**src/rtl/aes_pkg.sv**
```systemverilog
// Shared types, FSM encoding and GF(2^8) helper for the AES MixColumns datapath.
package aes_pkg;

    typedef logic [127:0] state_t;
    typedef logic [31:0]  col_t;

    typedef enum logic [1:0] {
        IDLE = 2'd0,
        BUSY = 2'd1,
        DONE = 2'd2
    } mc_state_t;

    localparam logic MC_FWD = 1'b0;
    localparam logic MC_INV = 1'b1;

    // Multiply by x modulo the AES polynomial 0x11B.
    function automatic logic [7:0] xtime(input logic [7:0] b);
        return {b[6:0], 1'b0} ^ (b[7] ? 8'h1b : 8'h00);
    endfunction

endpackage

```
**src/rtl/mix_col_core.sv**
```systemverilog
// One-column MixColumns / InvMixColumns, purely combinational, built from xtime chains.
module mix_col_core
    import aes_pkg::*;
(
    input  col_t col_in,
    input  logic inv,
    output col_t col_out
);

    logic [7:0] a  [4];
    logic [7:0] x2 [4];
    logic [7:0] x4 [4];
    logic [7:0] x8 [4];
    logic [7:0] b  [4];

    // NOTE: combinational logic uses blocking assignments and writes every
    // variable on every pass, so no latch can be inferred.
    always_comb begin
        for (int r = 0; r < 4; r++) begin
            a[r]  = col_in[31-8*r -: 8];
            x2[r] = xtime(a[r]);
            x4[r] = xtime(x2[r]);
            x8[r] = xtime(x4[r]);
        end
        for (int r = 0; r < 4; r++) begin
            if (inv == MC_INV) begin
                // 0E, 0B, 0D, 09 expressed as sums of a, 2a, 4a, 8a
                b[r] = (x8[r] ^ x4[r] ^ x2[r])
                     ^ (x8[(r+1)%4] ^ x2[(r+1)%4] ^ a[(r+1)%4])
                     ^ (x8[(r+2)%4] ^ x4[(r+2)%4] ^ a[(r+2)%4])
                     ^ (x8[(r+3)%4] ^ a[(r+3)%4]);
            end else begin
                b[r] = x2[r]
                     ^ (x2[(r+1)%4] ^ a[(r+1)%4])
                     ^ a[(r+2)%4]
                     ^ a[(r+3)%4];
            end
        end
        col_out = {b[0], b[1], b[2], b[3]};
    end

endmodule

```
**src/rtl/mix_col_engine.sv**
```systemverilog
// Handshaked MixColumns / InvMixColumns over the full AES state,
// transforming COLS_PER_CYCLE columns per clock.
module mix_col_engine
    import aes_pkg::*;
#(
    parameter int COLS_PER_CYCLE = 1
) (
    input  logic   clk,
    input  logic   n_rst,
    input  logic   clear,
    input  logic   in_valid,
    output logic   in_ready,
    input  state_t data_in,
    input  logic   inv,
    output logic   out_valid,
    input  logic   out_ready,
    output state_t data_out
);

    generate
        if (COLS_PER_CYCLE != 1 && COLS_PER_CYCLE != 2 && COLS_PER_CYCLE != 4) begin : g_bad_param
            $error("mix_col_engine: COLS_PER_CYCLE must be 1, 2 or 4");
        end
    endgenerate

    localparam logic [1:0] STEP = 2'(COLS_PER_CYCLE);
    localparam logic [1:0] LAST = 2'(4 - COLS_PER_CYCLE);

    mc_state_t   state;
    col_t [3:0]  src;
    col_t [3:0]  result;
    logic [1:0]  col_cnt;
    logic        inv_q;
    logic [1:0]  col_idx  [COLS_PER_CYCLE];
    col_t        core_out [COLS_PER_CYCLE];

    // Column c sits in packed slot 3-c, i.e. ~c for a 2-bit index.
    for (genvar i = 0; i < COLS_PER_CYCLE; i++) begin : g_core
        assign col_idx[i] = col_cnt + 2'(i);

        mix_col_core u_core (
            .col_in  (src[~col_idx[i]]),
            .inv     (inv_q),
            .col_out (core_out[i])
        );
    end

    // NOTE: src is always loaded at acceptance before it is read, so it has
    // no reset and lives in its own reset-free block.
    always_ff @(posedge clk) begin
        if (state == IDLE && in_valid && !clear) begin
            src <= data_in;
        end
    end

    // NOTE: sequential state is updated with non-blocking assignments only.
    always_ff @(posedge clk or negedge n_rst) begin
        if (!n_rst) begin
            state   <= IDLE;
            result  <= '0;
            col_cnt <= 2'd0;
            inv_q   <= MC_FWD;
        end else if (clear) begin
            state <= IDLE;
        end else begin
            unique case (state)
                IDLE: begin
                    if (in_valid) begin
                        inv_q   <= inv;
                        col_cnt <= 2'd0;
                        state   <= BUSY;
                    end
                end
                BUSY: begin
                    for (int i = 0; i < COLS_PER_CYCLE; i++) begin
                        result[~col_idx[i]] <= core_out[i];
                    end
                    col_cnt <= col_cnt + STEP;
                    if (col_cnt == LAST) begin
                        state <= DONE;
                    end
                end
                DONE: begin
                    if (out_ready) begin
                        state <= IDLE;
                    end
                end
                default: state <= IDLE;
            endcase
        end
    end

    assign in_ready  = (state == IDLE);
    assign out_valid = (state == DONE);
    assign data_out  = result;

endmodule

```
**config.mk**
```make
export PLATFORM = sky130hd
export DESIGN_NAME = mix_col_engine
export DESIGN_NICKNAME = d
export VERILOG_FILES = /design/src/rtl/aes_pkg.sv /design/src/rtl/mix_col_core.sv /design/src/rtl/mix_col_engine.sv
export SDC_FILE = /design/constraint.sdc
export NUM_CORES = 1
export LEC_CHECK = 0
export BUFFER_PORTS_ARGS = -buffer_cell sky130_fd_sc_hd__buf_2
export CAP_MARGIN = 30
export CORE_ASPECT_RATIO = 2
export CORE_MARGIN = 1
export CORE_UTILIZATION = 40
export DETAILED_ROUTE_END_ITERATION = 8
export HOLD_SLACK_MARGIN = 0.05
export PLACE_DENSITY = 0.64
export REMOVE_ABC_BUFFERS = 1
export SLEW_MARGIN = 40
export SYNTH_ARGS = -nofsm -noshare
export SYNTH_HDL_FRONTEND = slang
export SYNTH_HIERARCHICAL = 1
export SYNTH_SLANG_ARGS = --single-unit
export TNS_END_PERCENT = 5
```
**constraint.sdc**
```tcl
create_clock -name clk -period 10.4 [get_ports clk]
set_input_delay 2.08 -clock clk [delete_from_list [all_inputs] [get_ports clk]]
set_output_delay 2.08 -clock clk [all_outputs]
set_load 0.01 [all_outputs]
```
# Yosys cells after proc, flatten, opt, wreduce, memory -nomap -nowiden
# Index checks and enable logic that the tools add are counted.
totals:
  ff_bits: 261
  in_bits: 134
  out_inout_bits: 130
  word_cells: 125
classes:
  n_addsub: 1
  order_cmp: 2
  eq_ne: 7
  mux: 28
  n_bitwise: 66
  n_reduce_logical: 10
op_table:
  columns: ["op", "count"]
  rows:
  - ["8-bit XOR", 64]
  - ["128-bit bitwise mux", 1]
  - ["32-bit binary-select mux with 2-bit select", 1]
  - ["32-bit demux with 2-bit select", 1]
  - ["32-bit 2-to-1 mux", 2]
  - ["5-bit 2-to-1 mux", 12]
  - ["8-bit 2-to-1 mux", 4]
  - ["2-bit 2-to-1 mux", 5]
  - ["3-bit AND reduction", 3]
  - ["3-bit inequality test, second input constant", 2]
  - ["2-bit case mux with 3 select lines", 1]
  - ["2-bit == test, second input constant", 2]
  - ["2-bit case mux with 2 select lines", 1]
  - ["1-bit logical AND", 3]
  - ["2-bit by 3-bit < comparator with 1-bit output, second input constant", 1]
  - ["3-bit by 2-bit inequality test with 1-bit output, second input constant", 1]
  - ["2-bit by 1-bit adder with 2-bit output, second input constant", 1]
  - ["2-bit by 1-bit == test with 1-bit output, second input constant", 1]
  - ["2-bit by 1-bit >= comparator with 1-bit output, second input constant", 1]
  - ["2-bit zero test", 1]
  - ["2-bit inequality test, second input constant", 1]
  - ["2-bit NOT", 1]
  - ["2-bit AND reduction", 1]
  - ["2-bit nonzero test", 1]
  - ["other kinds (2)", 2]

# Depth between registers and ports, before layout
# Gate-level depths: netlist (run 1).
logic_depth:
  word_depth: 16
  depth_mapped: 11
  ltp_nobuf: 8

# By module
# The synthesis (run 1) kept the hierarchy.
by_module_without_submodules:
  columns: ["module", "n_inst", "cells_each", "area_per_inst_um2", "seq_area_each_um2"]
  rows:
  - ["mix_col_engine", 1, 471, 10178.5, 7171.9]
  - ["mix_col_core", 1, 255, 2338.5, 0.0]

# Least setup slack after synthesis (run 1)
# No wires, ideal clock.
synth_timing:
  kind: "in2reg"
  startpoint: "input clear"
  endpoint: "register inv_q"
  setup_time_ns: 0.110
  arrival_ns: 12.181
  path_slack_ns: -1.891
  cell_stages: 2
  path_buffers: 0
  path_cell_list: "nor3_1 mux2_2"
synth_between:
  elab_chain_len: 2
synth_lines:
  columns: ["element", "line_no", "text"]
  rows:
  - ["from (decl)", "mix_col_engine.sv:10", "input logic clear,"]
  - ["1-bit NOT (no source line)", null, null]
  - ["3-bit AND reduction (no source line)", null, null]
  - ["to (signal assigned)", "mix_col_engine.sv:69", "inv_q <= inv;"]
  - ["to (decl)", "mix_col_engine.sv:33", "logic inv_q;"]
# Every way passes these cells.
# A chain may end at the register's enable or synchronous reset.

==> results of run 1 <==
## metrics by stage
stage                     hold WS (ps)  instance area, um^2
final                              493                14900
after global routing               512                14900
after CTS                          495                14900
after detailed placement           481                14000
after global placement             480                14000
after floorplan                    529                12100
## sequential cells by signal, indices dropped and copies added (netlist names)
register,count
inv_q,1
src,128
state,2
data_out,128
col_cnt,2
## metal layers
metal,share of wire,track usage
met1,0.36,0.187
met2,0.57,0.338
met3,0.032,0.0193
met4,0.042,0.0884
met5,0,0
## layout by cell type, fill, tap and decap left out, types with 2 or more instances in the layout
master and count:
edfxtp_1 128, buf_2 262, clkbuf_1 2, mux2_2 37
buf_6 3, xnor3_1 8, dfrtp_1 132, xnor2_2 7
xor2_1 44, buf_4 5, o21ai_0 2, ha_1 4
clkinv_2 3, nor2_1 7, clkinv_4 3, and3_4 3
inv_1 2, nand2b_1 3, nand2_1 10, mux2i_1 6
diode_2 3, mux2_1 2, mux4_2 32, xnor2_1 132
a21oi_1 8, xnor3_2 2, clkbuf_16 25, xor3_1 5
bufinv_16 6, clkinvlp_4 2, mux2_4 90
## final timing paths
| check | end | slack [ps] | from | cells after the start |
|---|---|---|---|---|
| min reg2reg | data_out[69] | 490 | data_out[69] | 1 |
| max | data_out[66] | 6280 | col_cnt[0] | 9 |
| min | data_out[69] | 490 | data_out[69] | 1 |
| max reg2reg | data_out[66] | 6280 | col_cnt[0] | 9 |
| max in group asynchronous | col_cnt[0] | 7790 | n_rst | 2 |
| min in group asynchronous | data_out[29] | 1540 | n_rst | 1 |
## cell families (layout without fill, tap and decap cells)
| kind of cell | count (synthesis) | count (layout) | synth area share |
|---|---|---|---|
| xor gates and xnor gates | 201 | 201 | 0.165 |
| adders and majority gates | 4 | 4 | 0.00400 |
| buffers and inverters | 52 | 316 | 0.0342 |
| other | 0 | 3 | 0 |
| muxes | 167 | 167 | 0.205 |
| and+or+nand+nor | 28 | 28 | 0.0125 |
| DFF | 261 | 261 | 0.573 |
| AOI/OAI and AO/OA | 13 | 13 | 0.00620 |
## final cells by class
cell class | count | area [um^2]
multi-input combinational | 413 | 4940
sequential | 261 | 7170
inverter | 2 | 7.51
clock inverter | 17 | 254
clock buffer | 27 | 633
fill | 2707 | 15900
timing repair buffer | 270 | 1380
antenna | 3 | 7.51
tap | 418 | 523
## worst max-delay path: cells and delay by family (launching register included)
| family | cells | cell delay, ps |
|---|---|---|
| buffers and inverters | 1 | 530 |
| xor gates and xnor gates | 5 | 2010 |
| and+or+nand+nor | 1 | 90 |
| DFF | 1 | 340 |
| muxes | 2 | 1030 |
==> impl_metrics.csv, run 1 <==
group,metric,value,unit
routing,drtIter0Drc,213,
sta,tightest_slew,788,ps
setup_path,cp.required,10880,ps
logic_synthesis,synth_enable_flop_cells,128,
sta,period_share,0.396,
setup_path,slowest_stage,"mux4_2",
job,cap_viol_max_count,0,
floorplanning,io_pins,264,
logic_synthesis,ys.flop_type,"dfrtp_1",
sta,period_minus_slack,4120,ps
layout,syn2layout_area_growth,19.2,%
logic_synthesis,synth_common_cells,"dfrtp_1, xnor2_1, edfxtp_1",
routing,wl_per_cell,19.8,um
placed_design,hpwl,20.8,mm
layout,fin_nets,1110,
cts,clk_pin_slew_worst_paths,70,ps
floorplanning,fp.dieH,252,um
sta,finalHoldViolations,0,
setup_path,worstSetupPathType,"reg -> reg",
cts,cts_hold_buf,0,
logic_synthesis,synthCells,726,
logic_synthesis,yosysUniqueCellTypes,39,
cts,ctsRootBufferMaster,"clkbuf_16",
logic_synthesis,syn_area,0.0125,mm^2
cts,post_cts_buffers,0,
setup_path,end_kind,"flip-flop",
setup_path,critical_path.max_stage_delay,790,ps
cts,clk_latency,540,ps
sta,finalClockSkew,23.5,ps
floorplanning,core-area,0.0309,mm^2
sta,relSlewSlack,0.474,
cts,clock-sinks,261,
routing,postRouteWirelength,27.9,mm
floorplanning,die-area,0.0320,mm^2
run_status,status,"finished, final reports clean",
grt,grt_max_degree,90,
cts,cts_tree,"yes",
sta,setup_tns,0,ps
setup_path,cp_cell_sequence,"buf_4 -> mux4_2 -> xnor2_1 -> xor3_1 -> xor3_1 -> nand2_1 -> xor2_1 -> xor2_1 -> mux2_2",
grt,grt_pass1_wl,41.8,mm
floorplanning,die_w,127,um
logic_synthesis,synth_warnings,6,
hold_path,hp-class,"reg -> reg",
logic_synthesis,avgSynthCellArea,17.2,um^2
logic_synthesis,synthTopCellsByArea,"edfxtp_1, dfrtp_1, mux2_4",
sta,grt_setup_unrepaired,"no",
placed_design,pre_cts_ws,6210,ps
floorplanning,start_util,0.406,
logic_synthesis,synth_seq_cells,261,
logic_synthesis,ys_seq_area_frac,0.573,
floorplanning,rows,91,
cts,cts_made_buffers,24,
logic_synthesis,synth.largest_area_cell,"edfxtp_1",
layout,fin_cells,1411,
layout,drive_gt1_frac,0.495,
grt,overflow,0,
sta,clock.fmax,243,MHz
setup_path,critPathArrivalTime,4600,ps
grt,gr-usage-all-layers,0.176,
placed_design,place.gp.congestion,0.799,
logic_synthesis,synth_top_area_frac,0.307,
grt,grt_pass1_vias,7042,
placed_design,io_buffers,263,
placed_design,dp.cells,1364,
layout,final_core_utilization,0.484,
sta,drv_slew,0,
routing,antenna_left,0,
routing,remaining_drc_errors,0,
cts,htreeDepth,1,
setup_path,cp-start-kind,"flip-flop",
routing,vias_per_cell,4.69,
routing,num_vias,6623,
logic_synthesis,ys_async_sr_fraction,0.510,
grt,antenna_found_initial,3,
sta,layout_setup_ws,6280,ps
sta,setup_viol,0,
cts,cts_resized,0,
routing,drt_pre_antenna_iters,4,
cts,ctsLongestPathBuffers,3,
setup_path,critPathMaxFanout,36,
Power of run 1 is not shown: default switching activity piles up to over one toggle a cycle in this logic, so the estimate is an artifact.
==> run 2: changes to the inputs <==
ABC_AREA = 1   (was not set)
PLACE_DENSITY = 0.62   (was 0.64)
clock period = 3.64 ns   (was 10.4 ns; I/O delays follow)
==> run 2 against run 1 <==
  * Sequential cell count did not move
  * Critical endpoint is now data_out[107]
  * Worst hold slack got worse by 370 ps
  * Core utilization fell by 1.1 points
  * First-iteration DRC count rose to 3.6 times the previous value
  * Final cell count rose by 96%
==> impl_metrics.csv, run 2 <==
group,metric,value,unit
cts,post_cts_buffers,0,
grt,grt_max_degree,102,
routing,drtIter0Drc,773,
logic_synthesis,ys.flop_type,"dfrtp_1",
setup_path,critical_path.max_stage_delay,450,ps
logic_synthesis,syn_area,0.0161,mm^2
sta,setup_viol,0,
setup_path,slowest_stage,"dfrtp_2",
sta,tightest_slew,815,ps
floorplanning,start_util,0.408,
sta,layout_setup_ws,222,ps
routing,postRouteWirelength,52.3,mm
setup_path,critPathMaxFanout,77,
setup_path,critical-path-top-delay-family,"simple AND/OR/NAND/NOR gates",
cts,htreeDepth,1,
cts,ctsLongestPathBuffers,3,
floorplanning,rows,103,
layout,syn2layout_area_growth,15.9,%
cts,clock-sinks,261,
setup_path,cp-start-kind,"flip-flop",
routing,num_vias,14000,
grt,gr-usage-all-layers,0.256,
cts,ctsRootBufferMaster,"clkbuf_16",
sta,setup_tns,0,ps
floorplanning,core-area,0.0396,mm^2
layout,fillers,3987,
layout,layout_common_cells,"nand2_1, buf_2, nand4_1",
routing,vias_per_cell,5.04,
sta,clock.fmax,293,MHz
logic_synthesis,synth_seq_cells,261,
layout,fin_nets,2367,
grt,grt_pass1_wl,78.7,mm
sta,period_minus_slack,3420,ps
logic_synthesis,ys_async_sr_fraction,0.510,
placed_design,place.gp.congestion,0.997,
layout,insertedDiodeCount,0,
sta,drv_slew,0,
grt,grt_pass1_vias,13600,
cts,clk_pin_slew_worst_paths,70,ps
grt,overflow,0,
floorplanning,io_pins,264,
floorplanning,fp.dieH,286,um
setup_path,crit_buf_inv,6,
logic_synthesis,ys_seq_area_frac,0.444,
logic_synthesis,synth_warnings,6,
setup_path,critPathArrivalTime,3900,ps
logic_synthesis,synth.most_common_cell,"nand2_1",
placed_design,pre_cts_ws,313,ps
cts,cts_made_buffers,23,
logic_synthesis,synth_enable_flop_cells,128,
floorplanning,die-area,0.0412,mm^2
logic_synthesis,synth.largest_area_cell,"edfxtp_1",
logic_synthesis,avgSynthCellArea,8.11,um^2
layout,drive_gt1_frac,0.220,
layout,mostFrequentLayoutCell,"nand2_1",
grt,antenna_found_initial,0,
routing,antenna_left,0,
placed_design,hpwl,40.3,mm
setup_path,cp.required,4120,ps
sta,finalHoldViolations,0,
setup_path,worstSetupPathType,"reg -> reg",
cts,clk_latency,550,ps
cts,cts_resized,0,
logic_synthesis,synthCells,1991,
routing,wl_per_cell,18.9,um
routing,remaining_drc_errors,0,
logic_synthesis,synthTopCellsByArea,"edfxtp_1, dfrtp_1, nand2_1",
setup_path,cp_cell_sequence,"buf_12 -> buf_4 -> or2_2 -> nand3_1 -> nand2_1 -> inv_2 -> nand2_1 -> nand2_2 -> inv_1 -> nand2_1 -> nand2_1 -> inv_1 -> nand2_1 -> nand2_1 -> nand2_1 -> nand2_1 -> inv_1 -> nand2_1 -> nand3_1 -> nand2_1 -> nand4_1 -> nand2_1",
sta,finalClockSkew,10.9,ps
setup_path,end_kind,"flip-flop",
cts,cts_tree,"yes",
setup_path,crit_top_cell,"nand2_1",
sta,grt_setup_unrepaired,"no",
job,cap_viol_max_count,0,
layout,final_core_utilization,0.473,
floorplanning,die_w,144,um
logic_synthesis,synth_common_cells,"nand2_1, nand4_1, dfrtp_1",
logic_synthesis,synth_top_area_frac,0.238,
routing,drt_pre_antenna_iters,5,
logic_synthesis,yosysUniqueCellTypes,38,
sta,relSlewSlack,0.451,
sta,period_share,0.939,
cts,cts_hold_buf,0,
hold_path,hp-class,"in -> async",
placed_design,io_buffers,263,
run_status,status,"finished, final reports clean",
run 2: changes by cell type in the layout (fill, tap and decap cells not counted), moves of 33 or more:
cell     change
xnor2_1     -63
inv_1      +112
mux2_4      -90
nand2_1    +847
buf_4       +57
nand3_1    +123
xor2_1      +76
or2_2       +39
nand2_2     +33
nand4_1    +135
mux2_2      -37
run 2: final cells by class:
| cell class | instances | area [um^2] | share of cell area |
|---|---|---|---|
| multi-input cells | 1477 | 7690 | 0.411 |
| flip-flops and latches | 261 | 7180 | 0.384 |
| repair buffers | 331 | 1920 | 0.102 |
| well taps | 525 | 657 | 0.0351 |
| clock buffers | 31 | 651 | 0.0348 |
| inverters | 135 | 534 | 0.0286 |
| clock inverters | 10 | 80.1 | 0.00428 |
run 2: worst register-to-register path, cell delays in order (launching register included):
cell and delay, ps:
dfrtp_2 450, buf_12 200, buf_4 270, or2_2 280, nand3_1 70, nand2_1 240
inv_2 220, nand2_1 90, nand2_2 180, inv_1 180, nand2_1 100, nand2_1 150
inv_1 130, nand2_1 70, nand2_1 60, nand2_1 50, nand2_1 80, inv_1 40
nand2_1 50, nand3_1 60, nand2_1 160, nand4_1 130, nand2_1 100
run 2: stage by stage:
step / cell area (um^2) / instances / hold slack [ps]
2_1_floorplan: 15400 / 1873 / 432
3_3_place_gp: 17900 / 2727 / 450
3_5_place_dp: 18000 / 2729 / 454
4_1_cts: 18700 / 2770 / 110
5_1_grt: 18700 / 2770 / 141
6_report: 18700 / 2770 / 122
run 2: final timing paths:
check	startpoint	end	slack (ps)	cells after the start
max in group asynchronous	n_rst	data_out[125]	2590	2
hold / removal	n_rst	data_out[18]	120	1
hold reg to reg	data_out[89]	data_out[89]	460	2
min in group clk	data_in[33]	src[33]	350	1
setup / recovery	col_cnt[0]	data_out[107]	220	22
setup reg to reg	col_cnt[0]	data_out[107]	220	22
run 2: metal layers:
metal  up-vias  global-route usage  routed length (um)
met5         -                   0                   0
met4         0               0.162                3420
met3       131              0.0236                1990
met2       427               0.479               28100
met1      6579               0.267               18800
li1       6817                   -                   -
run 2: cells by family (layout without fill, tap and decap cells):
group	Yosys count	in the layout	synth area share
AOI/OAI and AO/OA	35	35	0.0113
xor gates and xnor gates	211	211	0.128
adders and majority gates	4	4	0.00310
buffers and inverters	253	507	0.0797
DFF	261	261	0.444
muxes	1	1	0.000620
and+or+nand+nor	1226	1226	0.333
Power of run 2 is left out for the same reason.
==> run 3: changes to the inputs <==
ABC_AREA = not set   (was 1)
PLACE_DENSITY = 0.64   (was 0.62)
clock period = 2.95 ns   (was 3.64 ns; I/O delays follow)
==> run 3 against run 2 <==
  * Routed wire length decreased by 43%
  * Critical path depth down 12
  * Non-clock buffer count grew 75
  * The flow now finishes with violations (negative setup slack)
  * Sequential cell count unchanged
  * Die area shrank 22%
  * Critical path type unchanged
  * Sequential share of layout area increased by 5.0 points
  * Global-route usage shrank 6.4 points
  * Worst setup slack worse by 510 ps
  * Via count is 49% lower
==> impl_metrics.csv, run 3 (synthesis gave the netlist of run 1 again) <==
group,metric,value,unit
run_status,status,"finished with violations",
run_status,violations,"negative setup slack",
cts,clock-sinks,261,
setup_path,cp.required,3360,ps
cts,htreeDepth,1,
setup_path,end_kind,"flip-flop",
grt,gr-usage-all-layers,0.191,
setup_path,critPathArrivalTime,3640,ps
grt,grt_pass1_vias,7806,
floorplanning,io_pins,264,
job,cap_viol_max_count,0,
placed_design,hpwl,23.0,mm
grt,antenna_found_initial,4,
placed_design,io_buffers,263,
placed_design,place.gp.congestion,0.859,
floorplanning,start_util,0.406,
cts,cts_tree,"yes",
routing,drt_pre_antenna_iters,4,
setup_path,reg2regPathDepth,10,
sta,period_share,1.10,
routing,vias_per_cell,4.65,
cts,clk_pin_slew_worst_paths,70,ps
grt,grt_max_degree,74,
cts,ctsRootBufferMaster,"clkbuf_16",
layout,fin_nets,1245,
routing,wl_per_cell,19.4,um
floorplanning,die_w,127,um
cts,ctsLongestPathBuffers,3,
sta,drv_slew,0,
routing,postRouteWirelength,29.9,mm
grt,grt_pass1_wl,45.4,mm
sta,setup_viol,112,
sta,finalHoldViolations,0,
routing,remaining_drc_errors,0,
hold_path,hp-class,"in -> async",
sta,clock.fmax,309,MHz
setup_path,critPathMaxFanout,6,
sta,finalClockSkew,12.2,ps
sta,period_minus_slack,3240,ps
layout,final_design_area_no_fill,0.0165,mm^2
setup_path,cp-start-kind,"flip-flop",
floorplanning,fp.dieH,252,um
sta,tightest_slew,608,ps
cts,cts_made_buffers,23,
layout,final_core_utilization,0.536,
floorplanning,rows,91,
placed_design,place_area,0.0150,mm^2
sta,grt_setup_unrepaired,"yes",
floorplanning,die-area,0.0320,mm^2
cts,cts_hold_buf,0,
placed_design,pre_cts_ws,-596,ps
setup_path,worstSetupPathType,"reg -> reg",
routing,drtIter0Drc,193,
routing,num_vias,7179,
layout,syn2layout_area_growth,32.0,%
cts,clk_latency,520,ps
routing,antenna_left,0,
layout,drive_gt1_frac,0.620,
sta,layout_setup_ws,-286,ps
layout,layout_common_cells,"buf_2, dfrtp_1, edfxtp_1",
floorplanning,core-area,0.0309,mm^2
layout,mostFrequentLayoutCell,"buf_2",
sta,relSlewSlack,0.595,
grt,overflow,0,
## run 3: changes by cell type in the layout (fill, tap and decap cells not counted), sizes merged, moves of 75 or more
cell | previous run | this run
xor2 | 132 | 45
nand2 | 898 | 10
nand4 | 135 | 0
mux2 | 0 | 129
inv | 135 | 3
nand3 | 126 | 0
buf | 331 | 406
## run 3: critical path: stages (launching register included)
cell and delay [ps]:
dfrtp_2 410, buf_12 150, buf_6 100, mux4_2 520, xnor3_2 480, xor3_1 300
xnor3_1 280, xnor2_2 240, nand2_2 150, xnor2_2 200, mux2_2 280
## run 3: worst paths after layout
kind,start,end,slack (ps)
worst min register to register,data_out[69],data_out[69],490
max in group asynchronous,n_rst,inv_q,2140
worst min-delay path,n_rst,data_out[127],40
worst max register to register,col_cnt[0],data_out[84],-290
min in group clk,data_in[82],src[82],240
worst max-delay path,col_cnt[0],data_out[84],-290
## run 3: per-layer routing
metal  part of all wire  vias to the layer above  GRT usage
li1                   -                     3328          -
met3              0.029                       54     0.0188
met5                  0                        -          0
met4              0.040                        0     0.0891
met2               0.59                      192      0.383
met1               0.34                     3605      0.194
## run 3: final cells by class
type,instances,area (um^2)
fill,2554,14300
sequential,261,7170
antenna,4,10.0
multi-input combinational,413,5520
inverter,2,7.51
tap,418,523
clock buffer,25,583
clock inverter,16,161
timing repair buffer,406,2550
## run 3: through the flow
| stage | hold slack, ps | instances | setup TNS (ps) |
|---|---|---|---|
| after detailed placement | 479 | 1487 | -35380 |
| after global routing | 79.1 | 1545 | -32070 |
| final | 44.6 | 1545 | -18600 |
| after global placement | 466 | 1487 | -31540 |
| after floorplan | 294 | 676 | -1120870 |
| after CTS | 52.1 | 1540 | -23710 |
## run 3: timing repair
| action | in CTS | in global routing |
|---|---|---|
| setup buffers | 11 | 1 |
| resized for setup | 74 | 20 |
| setup endpoints to repair | 120 | 128 |
| pin swaps | 35 | 11 |
| gates cloned | 1 | 0 |
| hold endpoints to repair | 0 | 0 |
Power of run 3 is left out for the same reason.
